$ cat src/rtl/mc_control_if.sv
// Control bundle between the multicycle MIPS main controller and its datapath/memory.
// master = controller (mc_control), slave = datapath/memory side.
interface mc_control_if;
  logic [5:0] opcode;
  logic [5:0] funct;
  logic       mem_ready;
  logic [3:0] contr;
  logic       alu_src_a;
  logic [1:0] alu_src_b;
  logic       imm_zext;
  logic       iord;
  logic       mem_read;
  logic       mem_write;
  logic       ir_write;
  logic       pc_write;
  logic       pc_write_cond;
  logic [1:0] pc_source;
  logic       reg_dst;
  logic       mem_to_reg;
  logic       reg_write;
  logic       retire;
  logic       illegal;
  logic       mem_err;

  modport master (
    input  opcode, funct, mem_ready,
    output contr, alu_src_a, alu_src_b, imm_zext, iord, mem_read, mem_write,
           ir_write, pc_write, pc_write_cond, pc_source, reg_dst, mem_to_reg,
           reg_write, retire, illegal, mem_err
  );

  modport slave (
    output opcode, funct, mem_ready,
    input  contr, alu_src_a, alu_src_b, imm_zext, iord, mem_read, mem_write,
           ir_write, pc_write, pc_write_cond, pc_source, reg_dst, mem_to_reg,
           reg_write, retire, illegal, mem_err
  );
endinterface

$ cat src/rtl/mc_control.sv
// Multicycle MIPS main control FSM with memory-ready timeout.
// Define MC_CONTROL_IMM_EN to add addi/slti/andi/ori (IEXEC/IWB states).
module mc_control #(
  parameter int unsigned MEM_TIMEOUT = 16
) (
  input logic          clk,
  input logic          rst_n,
  mc_control_if.master bus
);
  localparam int unsigned   CW       = $clog2(MEM_TIMEOUT);
  localparam logic [CW-1:0] CNT_LAST = CW'(MEM_TIMEOUT - 1);

  localparam logic [3:0] ALU_AND = 4'b0000;
  localparam logic [3:0] ALU_OR  = 4'b0001;
  localparam logic [3:0] ALU_ADD = 4'b0010;
  localparam logic [3:0] ALU_SUB = 4'b0110;
  localparam logic [3:0] ALU_SLT = 4'b0111;
  localparam logic [3:0] ALU_NOR = 4'b1100;

  typedef enum logic [3:0] {
`ifdef MC_CONTROL_IMM_EN
    S_IDLE, S_FETCH, S_DECODE, S_MEMADR, S_MEMRD, S_MEMWB, S_MEMWR,
    S_EXEC, S_ALUWB, S_BRANCH, S_JUMP, S_IEXEC, S_IWB
`else
    S_IDLE, S_FETCH, S_DECODE, S_MEMADR, S_MEMRD, S_MEMWB, S_MEMWR,
    S_EXEC, S_ALUWB, S_BRANCH, S_JUMP
`endif
  } state_t;

  state_t        r_state, w_state_next, w_dec_next;
  logic [CW-1:0] r_cnt;
  logic [3:0]    r_op, w_dec_op;
  logic          r_store;
  logic          r_retire, r_illegal, r_mem_err;
  logic          w_dec_illegal, w_wait, w_timeout;
  logic          w_retire_evt, w_illegal_evt;
`ifdef MC_CONTROL_IMM_EN
  logic          r_zext, w_dec_zext;
`endif

  logic [3:0] w_contr;
  logic [1:0] w_alu_src_b, w_pc_source;
  logic       w_alu_src_a, w_imm_zext, w_iord, w_mem_read, w_mem_write;
  logic       w_ir_write, w_pc_write, w_pc_write_cond;
  logic       w_reg_dst, w_mem_to_reg, w_reg_write;

  always_comb begin
    w_dec_op      = ALU_ADD;
    w_dec_next    = S_FETCH;
    w_dec_illegal = 1'b1;
`ifdef MC_CONTROL_IMM_EN
    w_dec_zext    = 1'b0;
`endif
    case (bus.opcode)
      6'h00: begin
        w_dec_next    = S_EXEC;
        w_dec_illegal = 1'b0;
        case (bus.funct)
          6'h20: w_dec_op = ALU_ADD;
          6'h22: w_dec_op = ALU_SUB;
          6'h24: w_dec_op = ALU_AND;
          6'h25: w_dec_op = ALU_OR;
          6'h27: w_dec_op = ALU_NOR;
          6'h2A: w_dec_op = ALU_SLT;
          default: begin
            w_dec_next    = S_FETCH;
            w_dec_illegal = 1'b1;
          end
        endcase
      end
      6'h23, 6'h2B: begin w_dec_next = S_MEMADR; w_dec_illegal = 1'b0; end
      6'h04:        begin w_dec_next = S_BRANCH; w_dec_illegal = 1'b0; end
      6'h02:        begin w_dec_next = S_JUMP;   w_dec_illegal = 1'b0; end
`ifdef MC_CONTROL_IMM_EN
      6'h08: begin w_dec_next = S_IEXEC; w_dec_illegal = 1'b0; w_dec_op = ALU_ADD; end
      6'h0A: begin w_dec_next = S_IEXEC; w_dec_illegal = 1'b0; w_dec_op = ALU_SLT; end
      6'h0C: begin w_dec_next = S_IEXEC; w_dec_illegal = 1'b0; w_dec_op = ALU_AND; w_dec_zext = 1'b1; end
      6'h0D: begin w_dec_next = S_IEXEC; w_dec_illegal = 1'b0; w_dec_op = ALU_OR;  w_dec_zext = 1'b1; end
`endif
      default: ;
    endcase
  end

  // r_cnt holds the number of elapsed cycles without mem_ready; ready on the last one still completes
  assign w_wait    = (r_state == S_FETCH) || (r_state == S_MEMRD) || (r_state == S_MEMWR);
  assign w_timeout = w_wait && !bus.mem_ready && (r_cnt == CNT_LAST);

  always_comb begin
    w_state_next    = r_state;
    w_contr         = ALU_AND;
    w_alu_src_a     = 1'b0;
    w_alu_src_b     = 2'b00;
    w_imm_zext      = 1'b0;
    w_iord          = 1'b0;
    w_mem_read      = 1'b0;
    w_mem_write     = 1'b0;
    w_ir_write      = 1'b0;
    w_pc_write      = 1'b0;
    w_pc_write_cond = 1'b0;
    w_pc_source     = 2'b00;
    w_reg_dst       = 1'b0;
    w_mem_to_reg    = 1'b0;
    w_reg_write     = 1'b0;
    w_retire_evt    = 1'b0;
    w_illegal_evt   = 1'b0;
    case (r_state)
      S_IDLE: w_state_next = S_FETCH;
      S_FETCH: begin
        w_mem_read  = 1'b1;
        w_alu_src_b = 2'b01;
        w_contr     = ALU_ADD;
        w_ir_write  = bus.mem_ready;
        w_pc_write  = bus.mem_ready;
        if (bus.mem_ready) w_state_next = S_DECODE;
      end
      S_DECODE: begin
        w_alu_src_b   = 2'b11;
        w_contr       = ALU_ADD;
        w_state_next  = w_dec_next;
        w_illegal_evt = w_dec_illegal;
      end
      S_MEMADR: begin
        w_alu_src_a  = 1'b1;
        w_alu_src_b  = 2'b10;
        w_contr      = ALU_ADD;
        w_state_next = r_store ? S_MEMWR : S_MEMRD;
      end
      S_MEMRD: begin
        w_mem_read = 1'b1;
        w_iord     = 1'b1;
        if (bus.mem_ready)  w_state_next = S_MEMWB;
        else if (w_timeout) w_state_next = S_FETCH;
      end
      S_MEMWB: begin
        w_mem_to_reg = 1'b1;
        w_reg_write  = 1'b1;
        w_retire_evt = 1'b1;
        w_state_next = S_FETCH;
      end
      S_MEMWR: begin
        w_mem_write = 1'b1;
        w_iord      = 1'b1;
        if (bus.mem_ready) begin
          w_retire_evt = 1'b1;
          w_state_next = S_FETCH;
        end else if (w_timeout) begin
          w_state_next = S_FETCH;
        end
      end
      S_EXEC: begin
        w_alu_src_a  = 1'b1;
        w_contr      = r_op;
        w_state_next = S_ALUWB;
      end
      S_ALUWB: begin
        w_reg_dst    = 1'b1;
        w_reg_write  = 1'b1;
        w_retire_evt = 1'b1;
        w_state_next = S_FETCH;
      end
      S_BRANCH: begin
        w_alu_src_a     = 1'b1;
        w_contr         = ALU_SUB;
        w_pc_write_cond = 1'b1;
        w_pc_source     = 2'b01;
        w_retire_evt    = 1'b1;
        w_state_next    = S_FETCH;
      end
      S_JUMP: begin
        w_pc_write   = 1'b1;
        w_pc_source  = 2'b10;
        w_retire_evt = 1'b1;
        w_state_next = S_FETCH;
      end
`ifdef MC_CONTROL_IMM_EN
      S_IEXEC: begin
        w_alu_src_a  = 1'b1;
        w_alu_src_b  = 2'b10;
        w_contr      = r_op;
        w_imm_zext   = r_zext;
        w_state_next = S_IWB;
      end
      S_IWB: begin
        w_reg_write  = 1'b1;
        w_retire_evt = 1'b1;
        w_state_next = S_FETCH;
      end
`endif
      default: w_state_next = S_IDLE;
    endcase
  end

  always_ff @(posedge clk) begin
    if (!rst_n) begin
      r_state   <= S_IDLE;
      r_op      <= ALU_AND;
      r_store   <= 1'b0;
      r_retire  <= 1'b0;
      r_illegal <= 1'b0;
      r_mem_err <= 1'b0;
    end else begin
      r_state   <= w_state_next;
      r_retire  <= w_retire_evt;
      r_illegal <= w_illegal_evt;
      r_mem_err <= w_timeout;
      if (r_state == S_DECODE) begin
        r_op    <= w_dec_op;
        r_store <= (bus.opcode == 6'h2B);
      end
    end
  end

`ifdef MC_CONTROL_IMM_EN
  always_ff @(posedge clk) begin
    if (!rst_n)                    r_zext <= 1'b0;
    else if (r_state == S_DECODE)  r_zext <= w_dec_zext;
  end
`endif

  // A timeout in FETCH re-enters FETCH, so it must clear the counter like a state change
  always_ff @(posedge clk) begin
    if (!rst_n)                                        r_cnt <= '0;
    else if (w_timeout || (w_state_next != r_state))   r_cnt <= '0;
    else if (w_wait && !bus.mem_ready)                 r_cnt <= r_cnt + CW'(1);
  end

  assign bus.contr         = w_contr;
  assign bus.alu_src_a     = w_alu_src_a;
  assign bus.alu_src_b     = w_alu_src_b;
  assign bus.imm_zext      = w_imm_zext;
  assign bus.iord          = w_iord;
  assign bus.mem_read      = w_mem_read;
  assign bus.mem_write     = w_mem_write;
  assign bus.ir_write      = w_ir_write;
  assign bus.pc_write      = w_pc_write;
  assign bus.pc_write_cond = w_pc_write_cond;
  assign bus.pc_source     = w_pc_source;
  assign bus.reg_dst       = w_reg_dst;
  assign bus.mem_to_reg    = w_mem_to_reg;
  assign bus.reg_write     = w_reg_write;
  assign bus.retire        = r_retire;
  assign bus.illegal       = r_illegal;
  assign bus.mem_err       = r_mem_err;
endmodule

$ cat src/flat_wrapper.sv
// flat-port wrapper written by rule: the top's interface ports become plain ports
module mc_control_flat 
#(
  parameter int unsigned MEM_TIMEOUT = 16
)
  (clk, rst_n, bus_opcode, bus_funct, bus_mem_ready, bus_contr, bus_alu_src_a, bus_alu_src_b, bus_imm_zext, bus_iord, bus_mem_read, bus_mem_write, bus_ir_write, bus_pc_write, bus_pc_write_cond, bus_pc_source, bus_reg_dst, bus_mem_to_reg, bus_reg_write, bus_retire, bus_illegal, bus_mem_err);
  mc_control_if bus_i ();
  input logic clk;
  input logic rst_n;
  input wire logic [$bits(bus_i.opcode)-1:0] bus_opcode;
  input wire logic [$bits(bus_i.funct)-1:0] bus_funct;
  input wire logic [$bits(bus_i.mem_ready)-1:0] bus_mem_ready;
  output wire logic [$bits(bus_i.contr)-1:0] bus_contr;
  output wire logic [$bits(bus_i.alu_src_a)-1:0] bus_alu_src_a;
  output wire logic [$bits(bus_i.alu_src_b)-1:0] bus_alu_src_b;
  output wire logic [$bits(bus_i.imm_zext)-1:0] bus_imm_zext;
  output wire logic [$bits(bus_i.iord)-1:0] bus_iord;
  output wire logic [$bits(bus_i.mem_read)-1:0] bus_mem_read;
  output wire logic [$bits(bus_i.mem_write)-1:0] bus_mem_write;
  output wire logic [$bits(bus_i.ir_write)-1:0] bus_ir_write;
  output wire logic [$bits(bus_i.pc_write)-1:0] bus_pc_write;
  output wire logic [$bits(bus_i.pc_write_cond)-1:0] bus_pc_write_cond;
  output wire logic [$bits(bus_i.pc_source)-1:0] bus_pc_source;
  output wire logic [$bits(bus_i.reg_dst)-1:0] bus_reg_dst;
  output wire logic [$bits(bus_i.mem_to_reg)-1:0] bus_mem_to_reg;
  output wire logic [$bits(bus_i.reg_write)-1:0] bus_reg_write;
  output wire logic [$bits(bus_i.retire)-1:0] bus_retire;
  output wire logic [$bits(bus_i.illegal)-1:0] bus_illegal;
  output wire logic [$bits(bus_i.mem_err)-1:0] bus_mem_err;
  assign bus_i.opcode = bus_opcode;
  assign bus_i.funct = bus_funct;
  assign bus_i.mem_ready = bus_mem_ready;
  assign bus_contr = bus_i.contr;
  assign bus_alu_src_a = bus_i.alu_src_a;
  assign bus_alu_src_b = bus_i.alu_src_b;
  assign bus_imm_zext = bus_i.imm_zext;
  assign bus_iord = bus_i.iord;
  assign bus_mem_read = bus_i.mem_read;
  assign bus_mem_write = bus_i.mem_write;
  assign bus_ir_write = bus_i.ir_write;
  assign bus_pc_write = bus_i.pc_write;
  assign bus_pc_write_cond = bus_i.pc_write_cond;
  assign bus_pc_source = bus_i.pc_source;
  assign bus_reg_dst = bus_i.reg_dst;
  assign bus_mem_to_reg = bus_i.mem_to_reg;
  assign bus_reg_write = bus_i.reg_write;
  assign bus_retire = bus_i.retire;
  assign bus_illegal = bus_i.illegal;
  assign bus_mem_err = bus_i.mem_err;
  mc_control #(.MEM_TIMEOUT(MEM_TIMEOUT)) u_core (.clk(clk), .rst_n(rst_n), .bus(bus_i));
endmodule
$ cat config.mk
export PLATFORM = sky130hd
export DESIGN_NAME = mc_control_flat
export DESIGN_NICKNAME = d
export VERILOG_FILES = /design/src/rtl/mc_control_if.sv /design/src/rtl/mc_control.sv /design/src/flat_wrapper.sv
export SDC_FILE = /design/constraint.sdc
export NUM_CORES = 1
export LEC_CHECK = 0
export ABC_AREA = 0
export CAP_MARGIN = 20
export CORE_MARGIN = 2
export CORE_UTILIZATION = 32
export CTS_BUF_LIST = sky130_fd_sc_hd__clkbuf_4
export CTS_CLUSTER_DIAMETER = 50
export DETAILED_ROUTE_END_ITERATION = 10
export DONT_BUFFER_PORTS = 1
export PLACE_DENSITY = 0.51
export SLEW_MARGIN = 30
export SYNTH_ARGS = -nofsm -noshare
export SYNTH_HDL_FRONTEND = slang
export SYNTH_SLANG_ARGS = --single-unit
$ cat constraint.sdc
create_clock -name clk -period 3 [get_ports clk]
set_input_delay 0.6 -clock clk [delete_from_list [all_inputs] [get_ports clk]]
set_output_delay 0.6 -clock clk [all_outputs]
set_load 0.005 [all_outputs]
==> flow_summary.json, run 1 <==
{
  "worst_pin_slew_ns": 0.796,
  "yosys-top-cells-area": "dfxtp_1 27%, a21oi_1 5.1%, a21boi_0 4.5%",
  "yosys.area.top_type_share": 0.274,
  "areaGrowthSynthToFinish_pct": 3.10,
  "sequentialPowerShare": 0.557,
  "ir_drop_uv": 106,
  "regArea_sq_um": 320,
  "synthesis.nets": 173,
  "drt_iter0_drc": 38,
  "ys_async_sr_fraction": 0,
  "dieWidth_microns": 64.5,
  "hold_viol_final": 0,
  "clockBufferDepth": 2,
  "p_sw_frac": 0.285,
  "grt_pass1_vias": 1060,
  "ant_nets": 0,
  "cp_max_fo": 20,
  "final_util": 0.353,
  "io_buffers": 0,
  "ios": 37,
  "num_rows": 21,
  "p_switching_mw": 0.116,
  "cts_resized": 0,
  "max_slew_margin": 0.465,
  "cts-root-buf": "clkbuf_4",
  "wl_per_cell_microns": 14.9,
  "yosysMostFrequentCell": "dfxtp_1",
  "cp_num_buf_inv": 0,
  "ys_ff_latch": 16,
  "synth-edff-count": 0,
  "r2r_setup_slack_ns": 0.90,
  "gp_congestion": 0.868,
  "grt_pass1_wl_microns": 4750,
  "postCtsSetupBuffers": 0,
  "cts_buffers": 3,
  "setup_tns_ns": 0,
  "netlist_area_sq_um": 1170,
  "synth_ff_type": "dfxtp_1",
  "viasPerCell": 5.71,
  "fin_worst_skew_ns": 0.00243,
  "nFillCells": 381,
  "postCtsHoldBufs": 0,
  "rsz0062_at_grt": "false",
  "path_cells": "nand2b_2 > nor2_1 > or2_2",
  "maxSlewViolCount": 0,
  "ys_warn_count": 0,
  "hpwlAfterDp_microns": 2230,
  "synth_area_leader_cell": "dfxtp_1",
  "die_area_sq_um": 4160,
  "nets": 168,
  "max_stage_delay_ns": 0.72,
  "cp_slowest_cell": "dfxtp_1",
  "cp_data_arrival_time_ns": 1.73,
  "h-tree-depth": 1,
  "timing.fmax_ghz": 0.430,
  "die_h_microns": 64.5,
  "avgSynthCellArea_sq_um": 7.45,
  "multiInputGateArea_sq_um": 787,
  "powerDensity_nw_per_um2": 335,
  "dp_cells": 193,
  "routed_wl_microns": 2930,
  "p_int_mw": 0.289,
  "initial_utilization": 0.342,
  "cts_tree": "done",
  "period_needed_ns": 2.33,
  "cap_violations": 0,
  "status": "complete, no violations",
  "cts.sinks": 16,
  "fin_total_pwr_mw": 0.405,
  "period_share": 0.776,
  "layout.cells.non_filler": 197,
  "grt.overflow.total": 0,
  "synth_cells": 157,
  "firstDrtPassIters": 4,
  "startpoint_type": "flip-flop",
  "pwr-share-comb": 0.148,
  "drc": 0,
  "end_kind": "output port",
  "antennaDiodeCount": 0,
  "core_sq_um": 3420,
  "critical-path-top-delay-family": "flip-flops",
  "dr_total_vias": 1125,
  "insertion_delay_ns": 0.29,
  "synth.distinct_cells": 48,
  "hold_path_class": "in -> reg",
  "clkPwrFrac": 0.295,
  "track_usage": 0.147,
  "path_class": "reg -> out",
  "ys_seq_area_frac": 0.274,
  "cp.required_ns": 2.40,
  "antenna_found_initial": 0,
  "drive_above_1_share": 0.0795,
  "grt_max_degree": 21,
  "clk_pin_slew_ns": 0.10,
  "setup-violations-final": 0,
  "leakagePower_nw": 0.393,
  "synthTopCellsByCount": "16 x dfxtp_1, 13 x nand2_1, 12 x a21oi_1"
}
layer usage:
| layer | vias up | part of all wire | wire length (microns) | global-route usage |
|---|---|---|---|---|
| li1 | 564 | - | - | - |
| met4 | 0 | 0.017 | 50 | 0.0718 |
| met1 | 514 | 0.44 | 1280 | 0.186 |
| met5 | - | 0 | 0 | 0 |
| met3 | 4 | 0.083 | 242 | 0.0330 |
| met2 | 43 | 0.46 | 1360 | 0.237 |
layout by cell type, fill, tap and decap left out, types with 3 or more instances in the layout:
cell type	n
nor3_1	7
clkbuf_4	3
or2_2	4
a21boi_0	7
nor2_1	11
dfxtp_1	16
nand2_1	13
and2_1	3
nand2b_1	4
o21ai_0	10
o211ai_1	3
a211oi_1	3
inv_1	4
a21oi_1	12
mux2i_1	3
nand3_1	9
power by group through the flow:
stage | combinational [mW] | clock (mW) | sequential, mW
floorplan | 0.0584 | 0 | 0.223
global placement | 0.0610 | 0 | 0.230
detailed placement | 0.0601 | 0 | 0.230
CTS | 0.0603 | 0.123 | 0.225
global route | 0.0671 | 0.133 | 0.227
finish | 0.0598 | 0.119 | 0.225
sequential cells by signal, indices dropped and copies added (netlist names):
signal	flops
u_core.r_op	4
u_core.bus.retire	1
u_core.r_state	4
u_core.bus.mem_err	1
u_core.r_cnt	4
u_core.r_store	1
u_core.bus.illegal	1
cell type report:
class	count	share of cell area
clock buffer	3	0.0187
inverter	4	0.0124
multi-input combinational	127	0.652
tap	46	0.0477
sequential	16	0.266
clock inverter	1	0.00311
cell families after synthesis:
logic type	share of synthesized area
mux	0.0353
flops	0.274
simple gates	0.322
compound gates	0.272
xor+xnor	0.0300
buf+inv	0.0535
other cells	0.00321
fa+ha+maj	0.0107
through the flow:
step	hold WS (ns)	setup slack (ns)	area, sq um
2_1_floorplan	0.436	1.19	1170
3_3_place_gp	0.469	0.951	1180
3_5_place_dp	0.469	0.951	1180
4_1_cts	0.432	0.697	1210
5_1_grt	0.435	0.577	1210
6_report	0.437	0.673	1210
worst reg2reg max path, delay by kind of cell (launching register included):
family             cells  cell delay, ns
AOI/OAI and AO/OA      1            0.20
and+or+nand+nor        3            1.10
DFF                    1            0.72
final timing paths:
check | from | end | cells past startpoint
max | u_core.r_state[1] | bus_reg_write | 3
min reg2reg | u_core.r_op[3] | u_core.r_op[3] | 2
max reg2reg | u_core.r_state[1] | u_core.r_op[2] | 4
min | rst_n | u_core.bus.retire | 1
Power figures use the tool's default switching activity.
==> run 2, diff against run 1 <==
- clock period: 3 -> 2.3 ns (I/O delays scaled with it)
==> flow_summary.json, run 2 (synthesis results as in run 1) <==
{
  "status": "complete, no violations",
  "path_cells": "nand2b_1 > nor2_1 > or2_2",
  "insertion_delay_ns": 0.30,
  "cts.sinks": 16,
  "cp_max_fo": 13,
  "timing.fmax_ghz": 0.475,
  "ios": 37,
  "dieWidth_microns": 64.5,
  "dp_cells": 197,
  "setup_tns_ns": 0,
  "grt_max_degree": 16,
  "drt_iter0_drc": 74,
  "p_int_mw": 0.379,
  "p_sw_frac": 0.287,
  "wl_per_cell_microns": 15.3,
  "cp.required_ns": 1.84,
  "maxSlewViolCount": 0,
  "hold_viol_final": 0,
  "postCtsHoldBufs": 0,
  "p_switching_mw": 0.153,
  "viasPerCell": 5.65,
  "hold_path_class": "in -> reg",
  "period_needed_ns": 2.11,
  "cts_resized": 0,
  "final_common_cell": "dfxtp_1",
  "clockBufferDepth": 2,
  "setup-violations-final": 0,
  "end_kind": "output port",
  "fin_worst_skew_ns": 0.0126,
  "initial_utilization": 0.342,
  "grt_pass1_wl_microns": 5080,
  "core_sq_um": 3420,
  "antenna_found_initial": 0,
  "grt_pass1_vias": 1085,
  "ir_drop_uv": 126,
  "cts_buffers": 3,
  "sequentialPowerShare": 0.541,
  "ant_nets": 0,
  "cts-root-buf": "clkbuf_4",
  "h-tree-depth": 1,
  "routed_wl_microns": 3060,
  "areaGrowthSynthToFinish_pct": 5.35,
  "die_h_microns": 64.5,
  "pwr-share-comb": 0.169,
  "gp_congestion": 0.879,
  "rsz0062_at_grt": "false",
  "startpoint_type": "flip-flop",
  "final_cell_mix": "16 x dfxtp_1, 13 x nand2_1, 12 x a21oi_1",
  "dr_total_vias": 1130,
  "drive_above_1_share": 0.104,
  "cts_tree": "done",
  "firstDrtPassIters": 4,
  "track_usage": 0.159,
  "worst_pin_slew_ns": 0.529,
  "die_area_sq_um": 4160,
  "cp_slowest_cell": "dfxtp_1",
  "drc": 0,
  "hpwlAfterDp_microns": 2360,
  "max_stage_delay_ns": 0.61,
  "nets": 172,
  "largest_registers": "u_core.r_cnt: 4 flops, u_core.r_op: 4 flops, u_core.r_state: 4 flops",
  "path_class": "reg -> out",
  "num_rows": 21,
  "leakagePower_nw": 0.411,
  "period_share": 0.916,
  "clkPwrFrac": 0.290,
  "postCtsSetupBuffers": 0,
  "cp_data_arrival_time_ns": 1.65,
  "layout.cells.non_filler": 200,
  "powerDensity_nw_per_um2": 432,
  "max_slew_margin": 0.644,
  "io_buffers": 0,
  "grt.overflow.total": 0,
  "antennaDiodeCount": 0,
  "cap_violations": 0,
  "clk_pin_slew_ns": 0.10
}
## run 2: cell count changes in the layout (fill, tap and decap cells not counted)
cell      delta
buf_4        +4
clkinv_1     -1
## run 2: stage by stage
step	util	total power [mW]	hold WS (ns)	worst slack [ns]	area (sq um)
after floorplan	-	0.367	0.436	0.625	1170
after global placement	0.354	0.383	0.453	0.455	1210
after detailed placement	0.354	0.383	0.458	0.455	1210
after CTS	0.361	0.538	0.284	0.189	1230
after global routing	0.361	0.564	0.272	0.0108	1230
final	0.361	0.532	0.291	0.194	1230
## run 2: power by group through the flow
| stage | Combinational [mW] | Sequential [mW] | Clock (mW) |
|---|---|---|---|
| after floorplan | 0.0761 | 0.291 | 0 |
| after global placement | 0.0892 | 0.294 | 0 |
| after detailed placement | 0.0893 | 0.294 | 0 |
| after CTS | 0.0901 | 0.288 | 0.160 |
| after global routing | 0.0995 | 0.289 | 0.175 |
| final | 0.0897 | 0.288 | 0.155 |
## run 2: layout make-up
type                       instances  area [sq um]
clock buffer                       3          22.5
inverter                           4          15.0
sequential                        16           320
multi-input combinational        127           787
fill                             378          2180
timing repair buffer               4          30.0
tap                               46          57.6
## run 2: final timing paths
kind	cells past startpoint	endpoint	start	slack, ns
max	3	bus_reg_write	u_core.r_state[3]	0.19
min	1	u_core.bus.retire	rst_n	0.29
max reg2reg	4	u_core.r_cnt[3]	u_core.r_state[2]	0.41
min reg2reg	2	u_core.r_op[0]	u_core.r_op[0]	0.46
## run 2: critical path, delay by kind of cell (launching register included)
kind,cells,cell delay (ns)
and+or+nand+nor,3,0.75
DFF,1,0.61
## run 2: layer usage
metal  track usage  share of wire  vias to the layer above
li1              -              -                      571
met1         0.202           0.44                      508
met2         0.259           0.47                       46
met3        0.0278          0.069                        5
met4        0.0798          0.019                        0
met5             0              0                        -
==> run 3, diff against run 2 <==
- PLACE_DENSITY: 0.51 -> not set
- PLACE_DENSITY_LB_ADDON: not set -> 0.25
==> flow_summary.json, run 3 (synthesis results as in run 1) <==
{
  "status": "complete, no violations",
  "ir_drop_uv": 226,
  "cp_max_fo": 13,
  "drive_above_1_share": 0.104,
  "layout.cells.non_filler": 200,
  "fin_worst_skew_ns": 0.00183,
  "viasPerCell": 5.64,
  "drt_iter0_drc": 33,
  "grt_pass1_vias": 1073,
  "die_h_microns": 64.5,
  "hold_path_depth": 1,
  "preCtsSetupSlack_ns": 0.431,
  "h-tree-depth": 1,
  "final_cell_mix": "16 x dfxtp_1, 13 x nand2_1, 12 x a21oi_1",
  "core_sq_um": 3420,
  "powerDensity_nw_per_um2": 427,
  "drc": 0,
  "firstDrtPassIters": 4,
  "maxSlewViolCount": 0,
  "dr_total_vias": 1128,
  "startpoint_type": "flip-flop",
  "cts.sinks": 16,
  "dieWidth_microns": 64.5,
  "postCtsSetupBuffers": 0,
  "ios": 37,
  "num_rows": 21,
  "end_kind": "output port",
  "period_needed_ns": 2.09,
  "holdWs_ns": 0.301,
  "cp_data_arrival_time_ns": 1.63,
  "final_common_cell": "dfxtp_1",
  "rsz0062_at_grt": "false",
  "setup-violations-final": 0,
  "ant_nets": 0,
  "cts_buffers": 3,
  "multiInputGateArea_sq_um": 787,
  "hold_viol_final": 0,
  "wl_per_cell_microns": 14.9,
  "cap_violations": 0,
  "antenna_found_initial": 0,
  "nets": 172,
  "track_usage": 0.148,
  "initial_utilization": 0.342,
  "cts_resized": 0,
  "cts_tree": "done",
  "regArea_sq_um": 320,
  "clk_pin_slew_ns": 0.09,
  "hold_path_class": "in -> reg",
  "postCtsHoldBufs": 0,
  "cts-root-buf": "clkbuf_4",
  "worst_pin_slew_ns": 0.571,
  "nFillCells": 373,
  "areaGrowthSynthToFinish_pct": 5.35,
  "grt_pass1_wl_microns": 4870,
  "grt_max_degree": 16,
  "path_class": "reg -> out",
  "routed_wl_microns": 2980,
  "ff2ff_path_depth": 5,
  "max_slew_margin": 0.616,
  "worst_slack_ns": 0.210,
  "largest_registers": "u_core.r_cnt: 4 flops, u_core.r_op: 4 flops, u_core.r_state: 4 flops",
  "die_area_sq_um": 4160,
  "gp_congestion": 0.833,
  "setup_tns_ns": 0,
  "hpwlAfterDp_microns": 2340,
  "io_buffers": 0,
  "timing.fmax_ghz": 0.478,
  "fin_total_pwr_mw": 0.527,
  "antennaDiodeCount": 0,
  "clockBufferDepth": 2,
  "period_share": 0.909,
  "grt.overflow.total": 0,
  "cp.required_ns": 1.84,
  "leakagePower_nw": 0.411,
  "dp_cells": 197,
  "insertion_delay_ns": 0.28
}
-- run 3: layer usage --
layer,global-route usage,share of wire,routed length (microns)
met5,0,0,0
met4,0.0239,0.0057,17
met3,0.0590,0.076,225
met2,0.259,0.50,1480
met1,0.174,0.42,1250
-- run 3: cell type report --
| class | count | area share |
|---|---|---|
| Inverter | 4 | 0.0122 |
| Timing Repair Buffer | 4 | 0.0244 |
| Sequential cell | 16 | 0.260 |
| Clock buffer | 3 | 0.0183 |
| Tap cell | 46 | 0.0467 |
| Multi-Input combinational cell | 127 | 0.639 |
-- run 3: power by group --
part	total (mW)	leakage [nW]	internal, mW	switching [mW]
clock	0.149	0.0138	0.0608	0.0885
combinational	0.0875	0.268	0.0371	0.0504
sequential	0.290	0.129	0.281	0.00876
total	0.527	0.411	0.379	0.148
-- run 3: metrics by stage --
step | util | instance area, sq um
floorplan | - | 1170
global placement | 0.354 | 1210
detailed placement | 0.354 | 1210
CTS | 0.361 | 1230
global route | 0.361 | 1230
finish | 0.361 | 1230
-- run 3: critical path, cell delays in order (launching register included) --
cell,delay (ns)
dfxtp_1,0.58
nand2b_1,0.34
nor2_1,0.11
or2_2,0.31
-- run 3: final timing paths --
| kind | startpoint | to | slack, ns |
|---|---|---|---|
| min | rst_n | u_core.bus.retire | 0.30 |
| max | u_core.r_state[3] | bus_reg_write | 0.21 |
| min reg2reg | u_core.r_op[0] | u_core.r_op[0] | 0.46 |
| max reg2reg | u_core.r_state[1] | u_core.r_cnt[3] | 0.43 |
